==> src/rtl/ps2_pkg.sv <==
// Shared constants, sequencer state encoding and helpers for the PS/2 keyboard transmitter.
package ps2_pkg;

    localparam logic [7:0] PS2_EXT_PREFIX   = 8'hE0;
    localparam logic [7:0] PS2_BREAK_PREFIX = 8'hF0;
    localparam int         PS2_FRAME_BITS   = 11;

    typedef enum logic [2:0] {
        IDLE,
        SEND_E0,
        SEND_F0,
        SEND_CODE,
        GAP
    } seq_state_t;

    typedef struct packed {
        logic       ext;
        logic       brk;
        logic [7:0] code;
    } key_event_t;

    function automatic logic odd_parity(input logic [7:0] data);
        return ~^data;
    endfunction

endpackage

==> src/rtl/ps2_frame_tx.sv <==
// Serializes one byte into an 11-bit PS/2 frame; data only changes while ps2_clk is high.
module ps2_frame_tx
    import ps2_pkg::*;
#(
    parameter int CLK_DIV = 4
) (
    input  logic       clk,
    input  logic       reset,
    input  logic       byte_valid,
    output logic       byte_ready,
    input  logic [7:0] byte_data,
    output logic       done,
    output logic       ps2_clk,
    output logic       ps2_data
);

    localparam int HW = (CLK_DIV > 1) ? $clog2(CLK_DIV) : 1;

    logic          active;
    logic          clk_low;
    logic [HW-1:0] half_cnt;
    logic [3:0]    bit_cnt;
    logic [9:0]    frame_sr;
    logic          half_last;

    assign half_last = (half_cnt == HW'(CLK_DIV - 1));

    // done marks the last cycle of the stop bit, so a new byte can load on that same edge
    assign done       = active && clk_low && half_last && (bit_cnt == 4'(PS2_FRAME_BITS - 1));
    assign byte_ready = !active || done;

    always_ff @(posedge clk) begin
        if (reset) begin
            active   <= 1'b0;
            clk_low  <= 1'b0;
            half_cnt <= '0;
            bit_cnt  <= '0;
            frame_sr <= '0;
            ps2_clk  <= 1'b1;
            ps2_data <= 1'b1;
        end else if (byte_valid && byte_ready) begin
            active   <= 1'b1;
            clk_low  <= 1'b0;
            half_cnt <= '0;
            bit_cnt  <= '0;
            frame_sr <= {1'b1, odd_parity(byte_data), byte_data};
            ps2_clk  <= 1'b1;
            ps2_data <= 1'b0;
        end else if (done) begin
            active   <= 1'b0;
            clk_low  <= 1'b0;
            half_cnt <= '0;
            bit_cnt  <= '0;
            ps2_clk  <= 1'b1;
            ps2_data <= 1'b1;
        end else if (active) begin
            if (!half_last) begin
                half_cnt <= half_cnt + HW'(1);
            end else begin
                half_cnt <= '0;
                if (!clk_low) begin
                    clk_low <= 1'b1;
                    ps2_clk <= 1'b0;
                end else begin
                    clk_low  <= 1'b0;
                    ps2_clk  <= 1'b1;
                    bit_cnt  <= bit_cnt + 4'd1;
                    ps2_data <= frame_sr[0];
                    frame_sr <= {1'b0, frame_sr[9:1]};
                end
            end
        end
    end

endmodule

==> src/rtl/ps2_keyboard_tx.sv <==
// Device-side PS/2 keyboard: queues key events and expands each into E0/F0/code set-2 frames.
module ps2_keyboard_tx
    import ps2_pkg::*;
#(
    parameter int CLK_DIV    = 4,
    parameter int FIFO_DEPTH = 8
) (
    input  logic       clk,
    input  logic       reset,
    input  logic       ev_valid,
    output logic       ev_ready,
    input  logic [7:0] ev_code,
    input  logic       ev_break,
    input  logic       ev_ext,
    output logic       ps2_clk,
    output logic       ps2_data,
    output logic       busy
);

    localparam int AW         = $clog2(FIFO_DEPTH);
    localparam int GAP_CYCLES = 2 * CLK_DIV;
    localparam int GW         = $clog2(GAP_CYCLES);
    localparam logic [AW:0] FULL_COUNT = (AW + 1)'(FIFO_DEPTH);

    key_event_t    fifo_mem [FIFO_DEPTH];
    logic [AW-1:0] wr_ptr;
    logic [AW-1:0] rd_ptr;
    logic [AW:0]   count;
    logic          push;
    logic          pop;
    key_event_t    head;

    seq_state_t    state, state_next;
    logic          sent, sent_next;
    logic [GW-1:0] gap_cnt, gap_cnt_next;
    logic          cur_brk;
    logic [7:0]    cur_code;

    logic          byte_valid;
    logic          byte_ready;
    logic [7:0]    byte_data;
    logic          done;

    assign ev_ready = !reset && (count != FULL_COUNT);
    assign push     = ev_valid && ev_ready;
    assign head     = fifo_mem[rd_ptr];
    assign busy     = (count != '0) || (state != IDLE);

    // Storage is not reset; the pointers alone define what is valid
    always_ff @(posedge clk) begin
        if (push) begin
            fifo_mem[wr_ptr] <= {ev_ext, ev_break, ev_code};
        end
    end

    always_ff @(posedge clk) begin
        if (reset) begin
            wr_ptr <= '0;
            rd_ptr <= '0;
            count  <= '0;
        end else begin
            if (push) begin
                wr_ptr <= wr_ptr + AW'(1);
            end
            if (pop) begin
                rd_ptr <= rd_ptr + AW'(1);
            end
            case ({push, pop})
                2'b10:   count <= count + (AW + 1)'(1);
                2'b01:   count <= count - (AW + 1)'(1);
                default: ;
            endcase
        end
    end

    always_ff @(posedge clk) begin
        if (reset) begin
            state    <= IDLE;
            sent     <= 1'b0;
            gap_cnt  <= '0;
            cur_brk  <= 1'b0;
            cur_code <= '0;
        end else begin
            state   <= state_next;
            sent    <= sent_next;
            gap_cnt <= gap_cnt_next;
            if (pop) begin
                cur_brk  <= head.brk;
                cur_code <= head.code;
            end
        end
    end

    // sent records that the current state's byte is already in the serializer; the
    // following byte is handed over on the done edge so frames run back-to-back
    always_comb begin
        state_next   = state;
        sent_next    = sent;
        gap_cnt_next = gap_cnt;
        pop          = 1'b0;
        byte_valid   = 1'b0;
        byte_data    = cur_code;
        case (state)
            IDLE: begin
                if (count != '0) begin
                    pop       = 1'b1;
                    sent_next = 1'b0;
                    if (head.code == 8'h00) begin
                        state_next = IDLE;
                    end else if (head.ext) begin
                        state_next = SEND_E0;
                    end else if (head.brk) begin
                        state_next = SEND_F0;
                    end else begin
                        state_next = SEND_CODE;
                    end
                end
            end
            SEND_E0: begin
                if (!sent) begin
                    byte_valid = 1'b1;
                    byte_data  = PS2_EXT_PREFIX;
                    sent_next  = byte_ready;
                end else if (done) begin
                    byte_valid = 1'b1;
                    byte_data  = cur_brk ? PS2_BREAK_PREFIX : cur_code;
                    state_next = cur_brk ? SEND_F0 : SEND_CODE;
                end
            end
            SEND_F0: begin
                if (!sent) begin
                    byte_valid = 1'b1;
                    byte_data  = PS2_BREAK_PREFIX;
                    sent_next  = byte_ready;
                end else if (done) begin
                    byte_valid = 1'b1;
                    byte_data  = cur_code;
                    state_next = SEND_CODE;
                end
            end
            SEND_CODE: begin
                if (!sent) begin
                    byte_valid = 1'b1;
                    byte_data  = cur_code;
                    sent_next  = byte_ready;
                end else if (done) begin
                    state_next   = GAP;
                    sent_next    = 1'b0;
                    gap_cnt_next = '0;
                end
            end
            GAP: begin
                if (gap_cnt == GW'(GAP_CYCLES - 1)) begin
                    state_next = IDLE;
                end else begin
                    gap_cnt_next = gap_cnt + GW'(1);
                end
            end
            default: begin
                state_next = IDLE;
            end
        endcase
    end

    ps2_frame_tx #(
        .CLK_DIV (CLK_DIV)
    ) u_frame_tx (
        .clk        (clk),
        .reset      (reset),
        .byte_valid (byte_valid),
        .byte_ready (byte_ready),
        .byte_data  (byte_data),
        .done       (done),
        .ps2_clk    (ps2_clk),
        .ps2_data   (ps2_data)
    );

endmodule

==> config.mk <==
export PLATFORM = sky130hd
export DESIGN_NAME = ps2_keyboard_tx
export DESIGN_NICKNAME = d
export VERILOG_FILES = /design/src/rtl/ps2_pkg.sv /design/src/rtl/ps2_frame_tx.sv /design/src/rtl/ps2_keyboard_tx.sv
export SDC_FILE = /design/constraint.sdc
export NUM_CORES = 1
export LEC_CHECK = 0
export CAP_MARGIN = 10
export CORE_MARGIN = 2
export CORE_UTILIZATION = 50
export CTS_BUF_LIST = sky130_fd_sc_hd__clkbuf_8
export DETAILED_ROUTE_END_ITERATION = 10
export PLACE_DENSITY = 0.72
export SLEW_MARGIN = 40
export SYNTH_ARGS = -nofsm -noshare
export SYNTH_HDL_FRONTEND = slang
export SYNTH_SLANG_ARGS = --single-unit
==> constraint.sdc <==
create_clock -name clk -period 3.1 [get_ports clk]
set_input_delay 0.465 -clock clk [delete_from_list [all_inputs] [get_ports clk]]
set_output_delay 0.465 -clock clk [all_outputs]
set_load 0.05 [all_outputs]
## After elaboration in Yosys (flattened, before gate mapping)

Memories as Yosys holds them, arrays and structs flattened. A register that Yosys moved wholly into a read port is not among the register bits.
Index checks and enable logic that the tools add are counted.

| storage, ports and cells | value |
|---|---|
| bits in registers | 46 |
| RAM bits | 80 |
| input bits | 13 |
| output and inout bits | 4 |
| memories kept | 1 |

| operators by class | value |
|---|---|
| add/sub/neg operators | 7 |
| equal/unequal tests | 20 |
| multiplexer cells | 53 |
| reduce and logical (&&, ||, !) cells | 34 |

Memory list:

| memory | words | bits a word | read ports | clocked after memory_dff | wr ports | line | text |
|---|---|---|---|---|---|---|---|
| fifo_mem | 8 | 10 | 1 | 1 | 1 | ps2_keyboard_tx.sv:25 | `key_event_t fifo_mem [FIFO_DEPTH];` |

Operators with widths:

| kind | count |
|---|---|
| 2-to-1 mux 10 bit | 5 |
| 2-to-1 mux 3 bit | 13 |
| 2-to-1 mux 8 bit | 4 |
| 2-to-1 mux 1 bit | 22 |
| one-hot mux 8 bit (2 select lines) | 1 |
| one-hot mux 3 bit (5 select lines) | 1 |
| nonzero test 3 bit | 5 |
| != test 2 bit (second input constant) | 7 |
| nonzero test 2 bit | 6 |
| adder 3 x 1 -> 3 bit (second input constant) | 3 |
| adder 4 x 1 -> 4 bit (second input constant) | 2 |
| logical NOT 8 bit | 1 |
| one-hot mux 4 bit (2 select lines) | 1 |
| AND reduction 4 bit | 2 |
| AND reduction 8 bit | 1 |
| XNOR reduction 8 bit | 1 |
| equality test 3 x 2 -> 1 bit (second input constant) | 2 |
| equality test 3 bit (second input constant) | 2 |
| logical AND 1 bit | 6 |
| 2-to-1 mux 2 bit | 3 |
| != test 2 x 1 -> 1 bit (second input constant) | 3 |
| one-hot mux 3 bit (2 select lines) | 1 |
| AND reduction 3 bit | 2 |
| equality test 2 bit (second input constant) | 2 |
| 15 further kinds | 18 |

## Logic depth before layout (Yosys ltp)

Gate-level depths: netlist of run 1.

| logic depth | value |
|---|---|
| depth after elaboration | 9 |
| depth in mapped cells | 10 |
| mapped depth without buffers | 10 |

## Cells and area by module

From an unflattened synthesis of run 1, not the netlist that was laid out.

| unflattened totals | value |
|---|---|
| cell total of the unflattened synthesis | 394 |
| area total of the unflattened synthesis | 5,427.7 um^2 |

Modules (own cells, without submodules):

| module | instances | cells each | area an instance (um^2) | seq. area each (um^2) |
|---|---|---|---|---|
| ps2_keyboard_tx | 1 | 288 | 4,436.8 | 2,982.9 |
| ps2_frame_tx | 1 | 106 | 991.0 | 400.4 |

## Least setup slack after synthesis of run 1

No wires, ideal clock.

| timing | value |
|---|---|
| path kind | input to register |
| start | input port reset |
| end | memory fifo_mem[0][0] in the netlist's numbering, enable pin |
| setup time | 0.390 ns |
| data arrival time | 2.891 ns |
| setup slack | -0.181 ns |
| stages on the path | 5 |
| buffers on the path | 1 |
| path through | buf_2 a21oi_1 nand2_1 or2_2 nor3_1 |

| on the way | value |
|---|---|
| cells in the longest elaborated chain, start to end | 5 |

RTL lines:

| item | line | text |
|---|---|---|
| start, declared | ps2_keyboard_tx.sv:9 | `input logic reset,` |
| logical NOT 1 bit | ps2_keyboard_tx.sv:44 | `assign ev_ready = !reset && (count != FULL_COUNT);` |
| logical AND 1 bit | ps2_keyboard_tx.sv:44 |  |
| net ev_ready | ps2_keyboard_tx.sv:11 | `output logic ev_ready,` |
| logical AND 1 bit | ps2_keyboard_tx.sv:45 | `assign push = ev_valid && ev_ready;` |
| 2-to-1 mux 1 bit | ps2_keyboard_tx.sv:51 | `if (push) begin` |
| 2-to-1 mux 1 bit (implied by the code) | ps2_keyboard_tx.sv:52 | `fifo_mem[wr_ptr] <= {ev_ext, ev_break, ev_code};` |
| end, declared | ps2_keyboard_tx.sv:25 |  |

The timed path passes the listed nets, and every way through them passes these cells.

## Worst setup path in the final report of run 1

| timing | value |
|---|---|
| start | register state[2] |
| end | output port busy |

| on the way | value |
|---|---|
| cells in the longest elaborated chain, start to end | 2 |

RTL lines:

| item | line | text |
|---|---|---|
| start, declared | ps2_keyboard_tx.sv:33 | `seq_state_t state, state_next;` |
| start signal, assigned | ps2_keyboard_tx.sv:84 | `state <= state_next;` |
| nonzero test 3 bit | ps2_keyboard_tx.sv:47 | `assign busy = (count != '0) \|\| (state != IDLE);` |
| logical OR 1 bit | ps2_keyboard_tx.sv:47 |  |
| end, declared | ps2_keyboard_tx.sv:17 | `output logic busy` |

Every way passes these cells.

==> impl_results.md, run 1 <==
* Avg WL per Cell at 16.9 um
* Commonest non-fill, non-tap cell in the layout: edfxtp_1
* Worst Hold Class: register to register
* # DRC at 0
* Worst-case reg-to-reg path depth at 10
* Worst r2r src: count[0]
* Sequential fraction of the synthesis area at 62.8%
* Final nets at 451
* DR vias/cell at 5.55
* Critical path type: register to output port
* Critical Path End: busy
* Clock root buffer: clkbuf_8
* Avg Cell Area, Syn at 13.7 sq um
* Core ar. at around 10,000 sq um
* Total grt overflow at 0
* Clock Skew at 6.97 ps
* DRT iter0 DRCs at about 190
* Reg clk slew, reported paths at 70 ps
* PD cells at 822 nW/um^2
* TritonCTS Buffers at 17
* Post-Layout Cell Count at 575
* Library cells used by synthesis at 53
* P_leak at 2.03 nW
* Seq cells post-synth at about 130
* Hold path cells at 2
* Worst setup path startpoint: state[2]
* First-pass DRT Iterations at 4
* Layout area overhead at 14.0%
* Top post-synthesis cells by area: edfxtp_1, dfxtp_1, mux4_2, nor2_1, ha_1
* Worst setup EP type: output port
* DP HPWL at a little over 6000 um
* Final setup fails at 0
* RSZ-0062 raised after global routing: no
* CTS max path bufs at 2
* Post-synthesis net count at about 420
* Num ports at 17
* Final WL at 9730 um
* Fin util at around three fifths
* Final ANT Viol Nets at 0
* Resize count post-CTS at 0
* DIE AREA at between 10,000 and 15,000 sq um
* Post-synth EDFFs at 80
* # rows at 37
* Ys async rst share at 0%
* Initial antenna violation count at 0
* CTS Hold Buffers Added at 0
* H-tree levels at 4
* Period utilisation layout at 86.9%
* Reg2reg setup slack at 740 ps
* Worst slew pin tran at roughly 570 ps
* TritonCTS clock tree: yes
* Worst hold slack at approximately 460 ps
* Vias in the first global route at about 3.2k
* Ys Warns at 0
* Die Ht at 108 um
* Setup crit start kind: register
* First-pass GRT wire length at 15,900 um
* Post-synth top area share at 44.6%
* Via count at roughly 3.2k
* Period minus WS final at 2690 ps
* Slew Limit Headroom at 61.7%
* Worst IR Drop VDD at 0.000405 V
* Hold path startpoint: u_frame_tx.frame_sr[9]
* Number of port buffers at 16
* Layout cell share with drive strength beyond 1 at 18.0%
* Leading area contributor after synthesis: edfxtp_1
* Fill count at 801
* Max Fclk at 371 MHz
* CP arrival at 2230 ps
* Clock Sinks at 129
* Worst skew pair latency at around 430 ps
* Crit path required time at 2630 ps
* Starting Density at roughly half
* CP max FO at 14
* Main synth FF type: edfxtp_1
* Max_cap viols at 0
* Die Span X at 108 um
* Syn Inst Count at 394
* Placed insts at roughly 540
* Setup TNS Final at 0 ps
* RD Place Congestion at 0.778
* Most frequent cells in the layout: edfxtp_1, dfxtp_1, nor2_1, nand2_1, mux4_2
* Tot GR Track Use at 18.5%
* Post-CTS setup buffers at 0
* Status: completed
* Largest net degree at the start of global routing at 36
* Mapped Area at 5390 sq um
* Fin. max-slew vios at 0
* Final Hold Vio Count at 0
* Antenna diodes at 0
* R2r endpoint: count[3]
-- sequential cells by signal, summed over array words and instances (netlist names), 2 cells and up, named ones only --
name	cells
fifo_mem	80
u_frame_tx.frame_sr	10
cur_code	8
count	4
u_frame_tx.bit_cnt	4
gap_cnt	3
rd_ptr	3
state	3
wr_ptr	3
u_frame_tx.half_cnt	2
-- synthesized netlist by cell type (all sizes together) (7+ instances only) --
master  instances
mux2i          12
ha             10
nand3          14
a21oi          16
dfxtp          49
clkbuf         11
o21ai          14
mux4           20
nand4           7
a211oi         11
xnor2           9
xor2            8
edfxtp         80
buf             8
nor2           41
nand2          27
nor3            7
-- worst min path at each step --
stage                              to  slack, ps
3_5_place_dp               gap_cnt[1]        450
5_1_grt                    gap_cnt[1]        480
4_1_cts                    gap_cnt[1]        460
2_1_floorplan  u_frame_tx.frame_sr[9]        430
3_3_place_gp               gap_cnt[1]        440
6_report       u_frame_tx.frame_sr[9]        460
-- layout make-up --
type / instances / area, sq um / area share (%)
Sequential cell: 129 / 3380 / 55.1
Multi-Input combinational cell: 240 / 1890 / 30.8
Timing Repair Buffer: 33 / 298 / 4.85
Clock buffer: 17 / 234 / 3.81
Tap cell: 136 / 170 / 2.77
Clock inverter: 14 / 144 / 2.34
Inverter: 6 / 22.5 / 0.367
-- cells by family (layout without fill, tap and decap cells) --
| family | after synthesis | after routing | synth area share [%] |
|---|---|---|---|
| simple gates | 116 | 116 | 10.8 |
| mux | 34 | 34 | 11.0 |
| flops | 129 | 129 | 62.8 |
| compound gates | 62 | 62 | 7.59 |
| xor+xnor | 17 | 17 | 2.76 |
| buf+inv | 25 | 70 | 2.32 |
| fa+ha+maj | 11 | 11 | 2.69 |
-- power breakdown --
part | internal (mW) | switching, mW
clock network | 0.706 | 0.641
registers | 2.01 | 0.186
logic | 0.687 | 0.820
-- routing by layer --
metal / up-vias / GRT usage, % / wire length [um]
li1: 1559 / - / -
met5: - / 0 / 0
met4: 0 / 9.80 / 133
met1: 1557 / 22.9 / 4340
met3: 12 / 4.72 / 390
met2: 65 / 29.8 / 4860
-- critical path: stages (launching register included) --
cell and delay (ps):
dfxtp_1 690, inv_1 180, nand3_1 130, clkdlybuf4s50_1 800
-- stage by stage --
step | total power [mW] | area [sq um] | worst slack [ps]
2_1_floorplan | 3.38 | 5390 | 249
3_3_place_gp | 3.70 | 5770 | 430
3_5_place_dp | 3.75 | 5770 | 355
4_1_cts | 5.10 | 6140 | 368
5_1_grt | 5.36 | 6140 | 303
6_report | 5.05 | 6140 | 405
No activity file was read; power rests on OpenSTA's default activity.
==> inputs of run 2 (changes only) <==
--- a/config.mk
+++ b/config.mk
@@ -11,6 +11,7 @@
 export CTS_BUF_LIST = sky130_fd_sc_hd__clkbuf_8
 export DETAILED_ROUTE_END_ITERATION = 10
 export PLACE_DENSITY = 0.72
+export SKIP_CTS_REPAIR_TIMING = 1
 export SLEW_MARGIN = 40
 export SYNTH_ARGS = -nofsm -noshare
 export SYNTH_HDL_FRONTEND = slang
==> results of run 2 <==
No change in the layout: final DEF, timing and power equal those of run 1.
==> inputs of run 3 (changes only) <==
--- a/config.mk
+++ b/config.mk
@@ -6,11 +6,12 @@
 export NUM_CORES = 1
 export LEC_CHECK = 0
 export CAP_MARGIN = 10
+export CORE_ASPECT_RATIO = 0.9
 export CORE_MARGIN = 2
 export CORE_UTILIZATION = 50
 export CTS_BUF_LIST = sky130_fd_sc_hd__clkbuf_8
 export DETAILED_ROUTE_END_ITERATION = 10
-export PLACE_DENSITY = 0.72
+export PLACE_DENSITY = 0.67
 export SKIP_CTS_REPAIR_TIMING = 1
 export SLEW_MARGIN = 40
 export SYNTH_ARGS = -nofsm -noshare
==> impl_results.md, run 3 (synthesized netlist as in run 1, its figures left out) <==
* PD cells at roughly 840 nW/um^2
* CP delay by family, top: buffers and inverters
* Worst slew pin tran at 539 ps
* Fill count at 800
* Status: completed
* Final Hold Vio Count at 0
* First-pass DRT Iterations at 4
* Setup TNS Final at 0 ps
* Final WL at 10,100 um
* Layout cell share with drive strength beyond 1 at a little under a fifth
* Layout area overhead at 14.3%
* Most frequent cells in the layout: edfxtp_1, dfxtp_1, nor2_1, nand2_1, mux4_2
* TritonCTS clock tree: yes
* H-tree levels at 4
* Antenna diodes at 0
* Worst hold slack at 457 ps
* Fin. max-slew vios at 0
* Cell Int Power at 3.48 mW
* Period minus WS final at 2630 ps
* Worst Hold Class: register to register
* CP max FO at 14
* Commonest non-fill, non-tap cell in the layout: edfxtp_1
* TritonCTS Buffers at 17
* Number of flip-flops in the largest register at 80
* Slew Limit Headroom at 64.0%
* DRT iter0 DRCs at 231
* DR vias/cell at 5.64
* Total grt overflow at 0
* Die Span X at 113 um
* # rows at 35
* Fin util at 59.4%
* Vias in the first global route at about 3.2k
* Period utilisation layout at 84.9%
* Clock root buffer: clkbuf_8
* Worst skew pair latency at 430 ps
* Final setup fails at 0
* # DRC at 0
* Most flops, register: fifo_mem
* Max_cap viols at 0
* Clock Skew at 12.3 ps
* Final ANT Viol Nets at 0
* Net Sw Frac at about a third
* Comb pwr share at 29.5%
* Via count at 3,211
* Crit path required time at 2630 ps
* Critical path type: register to output port
* Critical path buffers and inverters at 2
* First-pass GRT wire length at roughly 16,000 um
* Core ar. at approximately 10,000 sq um
* Slowest CP cell: clkdlybuf4s50_1
* CP peak stage delay at 800 ps
* Sequential share of power at between 40% and 50%
* Avg WL per Cell at between 15 and 20 um
* Reg clk slew, reported paths at 80 ps
* Number of port buffers at 16
* Max Fclk at 380 MHz
* DIE AREA at 11,600 sq um
* RSZ-0062 raised after global routing: no
* Initial antenna violation count at 0
* DP HPWL at 6550 um
* Clock Sinks at approximately 130
* Starting Density at between 50% and 60%
* Final nets at around 450
* Finished Cell Area at 6160 sq um
* CTS max path bufs at 2
* Worst setup EP type: output port
* CP arrival at between 2000 and 2500 ps
* Sw Pwr at 1.70 mW
* Tot GR Track Use at 19.1%
* Top Registers: fifo_mem x80, u_frame_tx.frame_sr x10, cur_code x8
* Largest net degree at the start of global routing at 36
* RD Place Congestion at 0.776
* Setup crit start kind: register
* Clock power share at 28.1%
* Crit-path cells: inv_1 -> nand3_1 -> clkdlybuf4s50_1
* Num ports at 17
* Worst IR Drop VDD at 0.000430 V
* Dpl cell area at 5760 sq um
* P_leak at between 2 and 2.5 nW
* Die Ht at 102 um
run 3: cell types whose count changed in the layout (fill, tap and decap cells not counted), sizes merged:
cell,previous run,this run
clkinvlp,3,4
bufinv,2,3
inv,7,6
run 3: power groups by stage:
stage	Clock, mW	Combinational [mW]	Sequential, mW
finish	1.46	1.53	2.20
global route	1.56	1.67	2.23
CTS	1.49	1.54	2.20
detailed placement	0	1.53	2.24
global placement	0	1.49	2.23
floorplan	0	1.22	2.17
run 3: worst min-delay path: cells and delay by family, from the launching register on:
kind,cells,cell delay (ps)
AO/OA/AOI/OAI,1,50
flip-flops,1,320
AND/OR/NAND/NOR,1,50
run 3: metal layers:
layer	up-vias	wire length (um)	GRT usage, %
met5	-	0	0
met4	0	116	7.60
met3	12	564	4.64
met2	73	4570	28.7
met1	1569	4900	27.1
li1	1557	-	-
run 3: stage by stage:
step | setup WS (ps) | instances | power, mW
after global placement | 475 | 537 | 3.72
final | 468 | 569 | 5.19
after CTS | 432 | 569 | 5.22
after floorplan | 249 | 394 | 3.38
after global routing | 327 | 569 | 5.46
after detailed placement | 405 | 537 | 3.77
run 3: path summary, 6_finish.rpt:
path	from	end	slack (ps)	cells past startpoint
min reg2reg	gap_cnt[2]	gap_cnt[2]	460	2
min	gap_cnt[2]	gap_cnt[2]	460	2
max reg2reg	count[0]	count[3]	750	10
max	state[2]	busy	470	3
run 3: area by class of cell:
| type | instances | area (sq um) | area share [%] |
|---|---|---|---|
| Timing Repair Buffer | 33 | 298 | 4.83 |
| Inverter | 6 | 22.5 | 0.365 |
| Sequential cell | 129 | 3380 | 54.9 |
| Clock buffer | 17 | 234 | 3.80 |
| Clock inverter | 15 | 170 | 2.76 |
| Multi-Input combinational cell | 240 | 1890 | 30.7 |
| Tap cell | 129 | 161 | 2.62 |
